`src/rtl/int8_mac_pkg.sv`:
```
// Shared types and default widths for the INT8 MAC input sequencer and its result collector.
package int8_mac_pkg;

    typedef enum logic [1:0] {
        IDLE  = 2'd0,
        ISSUE = 2'd1,
        DRAIN = 2'd2,
        DONE  = 2'd3
    } state_t;

    // Beat-to-Q3_valid latency of the downstream MAC.
    localparam int MAC_LATENCY  = 7;

    localparam int DEF_MO_WIDTH = 32;
    localparam int DEF_ADDR_W   = 12;
    localparam int DEF_LEN_W    = 10;

endpackage

```
`src/rtl/int8_mac_result_collector.sv`:
```
// Turns MAC Q3 results into result-memory writes at res_base + result count,
// and flags the cycle carrying the final expected result.
module int8_mac_result_collector
    import int8_mac_pkg::*;
#(
    parameter int ADDR_W = DEF_ADDR_W,
    parameter int LEN_W  = DEF_LEN_W
) (
    input  logic                CLK,
    input  logic                RST,
    input  logic                i_clear,
    input  logic                i_collect,
    input  logic [LEN_W-1:0]    i_n_out,
    input  logic [ADDR_W-1:0]   i_res_base,
    input  logic signed [7:0]   i_q3,
    input  logic                i_q3_valid,
    output logic                o_wr_en,
    output logic [ADDR_W-1:0]   o_addr,
    output logic [7:0]          o_data,
    output logic                o_last
);

    logic [LEN_W-1:0] r_cnt;
    logic             r_wr_en;
    logic [ADDR_W-1:0] r_addr;
    logic [7:0]       r_data;
    logic             r_last;
    logic             w_accept;
    logic             w_final;

    // Results beyond n_out, or outside an active command, are dropped.
    assign w_accept = i_collect && i_q3_valid && (r_cnt < i_n_out);
    assign w_final  = (r_cnt == i_n_out - LEN_W'(1));

    always_ff @(posedge CLK or negedge RST) begin
        if (!RST) begin
            r_cnt   <= '0;
            r_wr_en <= 1'b0;
            r_addr  <= '0;
            r_data  <= '0;
            r_last  <= 1'b0;
        end else begin
            r_wr_en <= w_accept;
            r_last  <= w_accept && w_final;
            if (i_clear) begin
                r_cnt <= '0;
            end else if (w_accept) begin
                r_cnt  <= r_cnt + LEN_W'(1);
                r_addr <= i_res_base + ADDR_W'(r_cnt);
                r_data <= i_q3;
            end
        end
    end

    assign o_wr_en = r_wr_en;
    assign o_addr  = r_addr;
    assign o_data  = r_data;
    assign o_last  = r_last;

endmodule

```
`src/rtl/int8_mac_sequencer.sv`:
```
// Streams one activation vector against N weight rows into the INT8 MAC as
// back-to-back beats, then collects the N requantized results into memory.
module int8_mac_sequencer
    import int8_mac_pkg::*;
#(
    parameter int MO_WIDTH = DEF_MO_WIDTH,
    parameter int ADDR_W   = DEF_ADDR_W,
    parameter int LEN_W    = DEF_LEN_W
) (
    input  logic                       CLK,
    input  logic                       RST,
    input  logic                       start,
    input  logic [LEN_W-1:0]           k_len,
    input  logic [LEN_W-1:0]           n_out,
    input  logic [ADDR_W-1:0]          act_base,
    input  logic [ADDR_W-1:0]          wgt_base,
    input  logic [ADDR_W-1:0]          res_base,
    input  logic signed [7:0]          cfg_Za,
    input  logic signed [7:0]          cfg_Zw,
    input  logic signed [7:0]          cfg_Zo,
    input  logic signed [MO_WIDTH-1:0] cfg_M0,
    input  logic [5:0]                 cfg_n,
    output logic                       busy,
    output logic                       done,
    output logic                       act_rd_en,
    output logic [ADDR_W-1:0]          act_addr,
    input  logic signed [7:0]          act_data,
    output logic                       wgt_rd_en,
    output logic [ADDR_W-1:0]          wgt_addr,
    input  logic signed [7:0]          wgt_data,
    output logic [LEN_W-1:0]           bias_addr,
    input  logic signed [31:0]         bias_data,
    output logic signed [7:0]          mac_Qa,
    output logic signed [7:0]          mac_Qw,
    output logic signed [7:0]          mac_Za,
    output logic signed [7:0]          mac_Zw,
    output logic signed [7:0]          mac_Zo,
    output logic signed [MO_WIDTH-1:0] mac_M0,
    output logic [5:0]                 mac_n,
    output logic signed [31:0]         mac_bias,
    output logic                       mac_En,
    output logic                       mac_clear,
    output logic                       mac_last,
    input  logic signed [7:0]          mac_Q3,
    input  logic                       mac_Q3_valid,
    output logic                       res_wr_en,
    output logic [ADDR_W-1:0]          res_addr,
    output logic [7:0]                 res_data
);

    state_t r_state;
    state_t w_state_next;

    logic [LEN_W-1:0]           r_k;
    logic [LEN_W-1:0]           r_n;
    logic [ADDR_W-1:0]          r_act_base;
    logic [ADDR_W-1:0]          r_res_base;
    logic signed [7:0]          r_cfg_Za;
    logic signed [7:0]          r_cfg_Zw;
    logic signed [7:0]          r_cfg_Zo;
    logic signed [MO_WIDTH-1:0] r_cfg_M0;
    logic [5:0]                 r_cfg_n;

    logic [LEN_W-1:0]  r_i;
    logic [LEN_W-1:0]  r_j;
    logic [ADDR_W-1:0] r_act_addr;
    logic [ADDR_W-1:0] r_wgt_addr;
    logic              r_rd_en;
    logic              r_beat_en;
    logic              r_beat_clear;
    logic              r_beat_last;
    logic              r_degen_done;

    logic w_accept_start;
    logic w_zero_len;
    logic w_row_last;
    logic w_rd_last;
    logic w_collect;
    logic w_last_wr;

    assign w_accept_start = start && (r_state == IDLE);
    assign w_zero_len     = (k_len == '0) || (n_out == '0);
    assign w_row_last     = (r_i == r_k - LEN_W'(1));
    assign w_rd_last      = w_row_last && (r_j == r_n - LEN_W'(1));

    always_ff @(posedge CLK or negedge RST) begin
        if (!RST) begin
            r_state <= IDLE;
        end else begin
            r_state <= w_state_next;
        end
    end

    always_comb begin
        w_state_next = r_state;
        case (r_state)
            IDLE:    if (w_accept_start && !w_zero_len) w_state_next = ISSUE;
            ISSUE:   if (w_rd_last) w_state_next = DRAIN;
            DRAIN:   if (w_last_wr) w_state_next = DONE;
            DONE:    w_state_next = IDLE;
            default: w_state_next = IDLE;
        endcase
    end

    // A zero-length command never leaves IDLE; its done comes from r_degen_done.
    always_comb begin
        busy      = 1'b0;
        done      = r_degen_done;
        w_collect = 1'b0;
        case (r_state)
            ISSUE: begin
                busy      = 1'b1;
                w_collect = 1'b1;
            end
            DRAIN: begin
                busy      = 1'b1;
                w_collect = 1'b1;
            end
            DONE: begin
                busy = 1'b1;
                done = 1'b1;
            end
            default: ;
        endcase
    end

    always_ff @(posedge CLK or negedge RST) begin
        if (!RST) begin
            r_k          <= '0;
            r_n          <= '0;
            r_act_base   <= '0;
            r_res_base   <= '0;
            r_cfg_Za     <= '0;
            r_cfg_Zw     <= '0;
            r_cfg_Zo     <= '0;
            r_cfg_M0     <= '0;
            r_cfg_n      <= '0;
            r_i          <= '0;
            r_j          <= '0;
            r_act_addr   <= '0;
            r_wgt_addr   <= '0;
            r_rd_en      <= 1'b0;
            r_beat_en    <= 1'b0;
            r_beat_clear <= 1'b0;
            r_beat_last  <= 1'b0;
            r_degen_done <= 1'b0;
        end else begin
            r_degen_done <= w_accept_start && w_zero_len;
            // Beat stage trails the read stage by the memory read latency.
            r_beat_en    <= r_rd_en;
            r_beat_clear <= r_rd_en && (r_i == '0);
            r_beat_last  <= r_rd_en && w_row_last;
            if (w_accept_start) begin
                r_k        <= k_len;
                r_n        <= n_out;
                r_act_base <= act_base;
                r_res_base <= res_base;
                r_cfg_Za   <= cfg_Za;
                r_cfg_Zw   <= cfg_Zw;
                r_cfg_Zo   <= cfg_Zo;
                r_cfg_M0   <= cfg_M0;
                r_cfg_n    <= cfg_n;
                r_i        <= '0;
                r_j        <= '0;
                r_act_addr <= act_base;
                r_wgt_addr <= wgt_base;
                r_rd_en    <= !w_zero_len;
            end else if (r_state == ISSUE) begin
                // Weight rows are contiguous, so a single running pointer walks them all.
                r_wgt_addr <= r_wgt_addr + ADDR_W'(1);
                if (w_row_last) begin
                    r_i        <= '0;
                    r_act_addr <= r_act_base;
                    if (w_rd_last) begin
                        r_rd_en <= 1'b0;
                    end else begin
                        r_j <= r_j + LEN_W'(1);
                    end
                end else begin
                    r_i        <= r_i + LEN_W'(1);
                    r_act_addr <= r_act_addr + ADDR_W'(1);
                end
            end
        end
    end

    assign act_rd_en = r_rd_en;
    assign wgt_rd_en = r_rd_en;
    assign act_addr  = r_act_addr;
    assign wgt_addr  = r_wgt_addr;
    assign bias_addr = r_j;

    // Read data is passed straight through during beats and zeroed otherwise.
    assign mac_Qa    = r_beat_en ? act_data  : '0;
    assign mac_Qw    = r_beat_en ? wgt_data  : '0;
    assign mac_bias  = r_beat_en ? bias_data : '0;
    assign mac_En    = r_beat_en;
    assign mac_clear = r_beat_clear;
    assign mac_last  = r_beat_last;
    assign mac_Za    = r_cfg_Za;
    assign mac_Zw    = r_cfg_Zw;
    assign mac_Zo    = r_cfg_Zo;
    assign mac_M0    = r_cfg_M0;
    assign mac_n     = r_cfg_n;

    int8_mac_result_collector #(
        .ADDR_W (ADDR_W),
        .LEN_W  (LEN_W)
    ) u_collector (
        .CLK        (CLK),
        .RST        (RST),
        .i_clear    (w_accept_start),
        .i_collect  (w_collect),
        .i_n_out    (r_n),
        .i_res_base (r_res_base),
        .i_q3       (mac_Q3),
        .i_q3_valid (mac_Q3_valid),
        .o_wr_en    (res_wr_en),
        .o_addr     (res_addr),
        .o_data     (res_data),
        .o_last     (w_last_wr)
    );

endmodule

```
`config.mk`:
```
export PLATFORM = sky130hd
export DESIGN_NAME = int8_mac_sequencer
export DESIGN_NICKNAME = d
export VERILOG_FILES = /design/src/rtl/int8_mac_pkg.sv /design/src/rtl/int8_mac_result_collector.sv /design/src/rtl/int8_mac_sequencer.sv
export SDC_FILE = /design/constraint.sdc
export NUM_CORES = 1
export LEC_CHECK = 0
export ABC_AREA = 1
export BUFFER_PORTS_ARGS = -buffer_cell sky130_fd_sc_hd__buf_2
export CORE_ASPECT_RATIO = 0.9
export CORE_MARGIN = 1
export CORE_UTILIZATION = 55
export CTS_CLUSTER_SIZE = 28
export DETAILED_ROUTE_END_ITERATION = 10
export HOLD_SLACK_MARGIN = 0.06
export PLACE_DENSITY = 0.87
export SYNTH_ARGS = -nofsm -noshare
export SYNTH_HDL_FRONTEND = slang
export SYNTH_SLANG_ARGS = --single-unit
```
`constraint.sdc`:
```
create_clock -name CLK -period 5.6 [get_ports CLK]
set_input_delay 0.84 -clock CLK [delete_from_list [all_inputs] [get_ports CLK]]
set_output_delay 0.84 -clock CLK [all_outputs]
set_load 0.02 [all_outputs]
```
==> results_dict.tcl <==
set metrics [dict create \
    yosys-top-cells-area "sky130_fd_sc_hd__dfrtp_1, sky130_fd_sc_hd__nand2_1, sky130_fd_sc_hd__inv_1" \
    hp-start "u_collector.o_data[1]" \
    yosysSeqAreaShare_pct 45.0 \
    p_per_area_mw_per_mm2 583 \
    grt_most_used_layer "met2" \
    post-route-period-util_pct 55.5 \
    core_area_mm2 0.0185 \
    grt-ovfl-total 0 \
    die_area_mm2 0.0197 \
    nets_in_the_synthesized_netlist 1623 \
    library_cell_contributing_the_largest_single_delay_on_the_critical_path "sky130_fd_sc_hd__nor2_2" \
    timing.fmax_ghz 0.322 \
    r2r_start "r_n[5]" \
    grt_antenna_before_repair 6 \
    synth_top_flop_cell "sky130_fd_sc_hd__dfrtp_1" \
    htreeDepth 4 \
    holdBufCountCts 0 \
    count_of_state_elements_after_synthesis 189 \
    cell_family_with_most_cp_delay "simple AND/OR/NAND/NOR gates" \
    worst_ep_required_time_ns 5.89 \
    worst_clock_skew_ns 0.0149 \
    routed_via_density 5.30 \
    drv_slew 0 \
    dp_hpwl_um 23400 \
    yosysTopAreaCellShare_pct 45.0 \
    rsz0062_at_grt "no" \
    cpPeakStageDelay_ns 0.55 \
    status "finished clean" \
    criticalPathCategory "reg2reg" \
    crit_chain "inv_1, ha_1, a21oi_1, o21ai_0, nand2_1, nand3_1, nor2_1, inv_2, nor2_2, inv_2, nand2_1, o21ai_0" \
    worst_setup_path_start_kind "flip-flop" \
    detailedRoute.firstPassIterationCount 6 \
    ys_warn_count 0 \
    row_count 47 \
    setup_viol_count_final 0 \
    setup_total_negative_slack_ns 0 \
    flow.area_growth_from_synthesis_pct 24.3 \
    final_period_minus_worst_setup_slack_ns 3.11 \
    post_synth.cell_area_avg_um2 7.44 \
    groute.usage.overall_pct 32.4 \
    remaining_design_rule_violation_count 0 \
    grt_pass1_wl_um 49600 \
    routabilityCongestion 0.965 \
    tightestPinTransition_ns 1.03 \
    worst_hold_path_type "reg2reg" \
    port-buffer-count 349 \
    reg_to_reg_slack_setup_ns 2.49 \
    worst_ir_drop_vdd_v 0.000349 \
    grt_start_max_net_pins 100 \
    synth.distinct_cells 43 \
    grt_pass1_vias 10100 \
    path_max_fanout 31 \
    post_cts_buffers 0 \
    die_h_um 133 \
    clk_latency_ns 0.44 \
    drt_first_iter_violations 784 \
    timing.reg2reg.worst_path_depth 12 \
    timing.final.hold_violations 0 \
    synth_edf_count 0 \
    ioPinCount 350 \
    maxSlewHeadroom_pct 31.1 \
    timing.hold.worst_endpoint "u_collector.o_data[1]" \
    finalInstanceArea_mm2 0.0131 \
    clock_tree.root_cell "sky130_fd_sc_hd__clkbuf_16" \
    synth.cell_area_mm2 0.0105 \
    yosys.cell_count.top_type "sky130_fd_sc_hd__nand2_1" \
    holdPathStages 2 \
    cp-end-kind "flip-flop" \
    critical_path_buf_inv_count 3 \
    cell_type_contributing_the_most_total_cell_area_after_synthesis "sky130_fd_sc_hd__dfrtp_1" \
    regToRegEndpoint "u_collector.o_addr[3]" \
    final_nets 1950 \
    chipWidth_um 148 \
    cts_tree "done" \
    netlist_top_cells_count "sky130_fd_sc_hd__nand2_1, sky130_fd_sc_hd__dfrtp_1, sky130_fd_sc_hd__inv_1" \
    clock_slew_seen_by_the_registers_of_the_worst_setup_and_hold_paths_ns 0.08 \
    initial_core_util_pct 56.7 \
    cts-root-to-sink-buffers 2 \
    ys_async_sr_fraction_pct 100 \
    max_cap_violations 0 \
    vias 10600 \
    met2_usage_pct 53.0 \
    postRouteWirelength_um 31200 \
    grt_util_met1_pct 38.0 \
    worstPathArrival_ns 3.40 \
    route.antenna.remaining_nets 0 \
    mean_routed_wirelength_per_cell_um 15.6 \
    use_met3_pct 8.17 \
    cts-buffers-inserted 17 \
    cts.sinks 189 \
    static-leakage-power_uw 0.00746 \
    detailed_place.area_mm2 0.0124 \
    synth_instances 1411 \
    share_of_final_layout_standard_cells_stronger_than_drive_strength_1_pct 24.5 \
    post_cts.resized_instances 0 \
]
-- registers in the layout (all words and copies together) (netlist names), 2 cells and up --
signal	cells
act_addr	12
bias_addr	10
mac_M0	32
mac_Za	8
mac_Zo	8
mac_Zw	8
mac_n	6
r_act_base	12
r_i	10
r_k	10
r_n	10
r_res_base	12
r_state	2
u_collector.o_addr	12
u_collector.o_data	8
u_collector.r_cnt	10
wgt_addr	12
-- cell families after synthesis --
group | share of synthesized area [%]
flops | 45.0
simple gates | 31.2
buf+inv | 8.08
compound gates | 7.41
xor+xnor | 4.17
fa+ha+maj | 4.12
-- worst max-delay path by stage --
stage | depth (start not counted) | start | to
floorplan | 4 | mac_En | mac_bias[11]
global placement | 8 | start | bias_addr[4]
detailed placement | 9 | start | act_addr[4]
CTS | 12 | r_n[5] | u_collector.o_addr[1]
global route | 12 | r_n[5] | u_collector.o_addr[1]
finish | 12 | r_n[5] | u_collector.o_addr[3]
-- power by group --
group	total [µW]	internal [µW]	switching, µW
Combinational	3890	1250	2640
Sequential	2460	1950	514
Clock	1250	624	628
Total	7610	3830	3780
-- through the flow --
| step | total power, µW | util [%] | hold WS, ns | instances | worst slack, ns |
|---|---|---|---|---|---|
| final | 7610 | 70.5 | 0.475 | 2001 | 2.49 |
| after global routing | 8170 | 70.4 | 0.500 | 2000 | 2.28 |
| after CTS | 7600 | 70.4 | 0.479 | 1996 | 2.54 |
| after detailed placement | 6320 | 67.0 | 0.458 | 1964 | 2.49 |
| after global placement | 6200 | 67.0 | 0.449 | 1964 | 2.63 |
| after floorplan | 5060 | - | 0.444 | 1411 | 3.51 |
-- final cells by class --
cell class	instances	area (µm²)
well taps	245	307
clock inverters	14	185
repair buffers	355	1800
clock buffers	18	439
diodes	5	12.5
fillers	1481	5470
inverters	172	648
flip-flops and latches	189	4730
multi-input cells	1003	4930
-- layout by cell type (no fill, tap or decap), types with 6 or more instances in the layout --
| cell | instances |
|---|---|
| sky130_fd_sc_hd__a21oi_1 | 27 |
| sky130_fd_sc_hd__buf_2 | 348 |
| sky130_fd_sc_hd__buf_4 | 6 |
| sky130_fd_sc_hd__clkbuf_16 | 17 |
| sky130_fd_sc_hd__clkinv_8 | 6 |
| sky130_fd_sc_hd__dfrtp_1 | 189 |
| sky130_fd_sc_hd__ha_1 | 33 |
| sky130_fd_sc_hd__inv_1 | 166 |
| sky130_fd_sc_hd__nand2_1 | 538 |
| sky130_fd_sc_hd__nand3_1 | 74 |
| sky130_fd_sc_hd__nand3_2 | 11 |
| sky130_fd_sc_hd__nand4_1 | 11 |
| sky130_fd_sc_hd__nor2_1 | 100 |
| sky130_fd_sc_hd__nor2_2 | 8 |
| sky130_fd_sc_hd__nor3_1 | 20 |
| sky130_fd_sc_hd__o211ai_1 | 13 |
| sky130_fd_sc_hd__o21ai_0 | 60 |
| sky130_fd_sc_hd__o21bai_1 | 6 |
| sky130_fd_sc_hd__o22ai_1 | 10 |
| sky130_fd_sc_hd__xnor2_1 | 13 |
| sky130_fd_sc_hd__xor2_1 | 37 |
-- routing by layer --
layer	routed length (µm)	part of all wire (%)
met5	13	0.042
met2	14800	48
met1	11600	37
met3	2740	8.8
met4	1990	6.4
-- worst register-to-register path: stages (launching register included) --
cell and delay (ns):
sky130_fd_sc_hd__dfrtp_1 0.41, sky130_fd_sc_hd__inv_1 0.11, sky130_fd_sc_hd__ha_1 0.32, sky130_fd_sc_hd__a21oi_1 0.15
sky130_fd_sc_hd__o21ai_0 0.10, sky130_fd_sc_hd__nand2_1 0.06, sky130_fd_sc_hd__nand3_1 0.06, sky130_fd_sc_hd__nor2_1 0.35
sky130_fd_sc_hd__inv_2 0.16, sky130_fd_sc_hd__nor2_2 0.55, sky130_fd_sc_hd__inv_2 0.41, sky130_fd_sc_hd__nand2_1 0.17
sky130_fd_sc_hd__o21ai_0 0.10
Note: power is estimated with default switching activity, not from simulation.
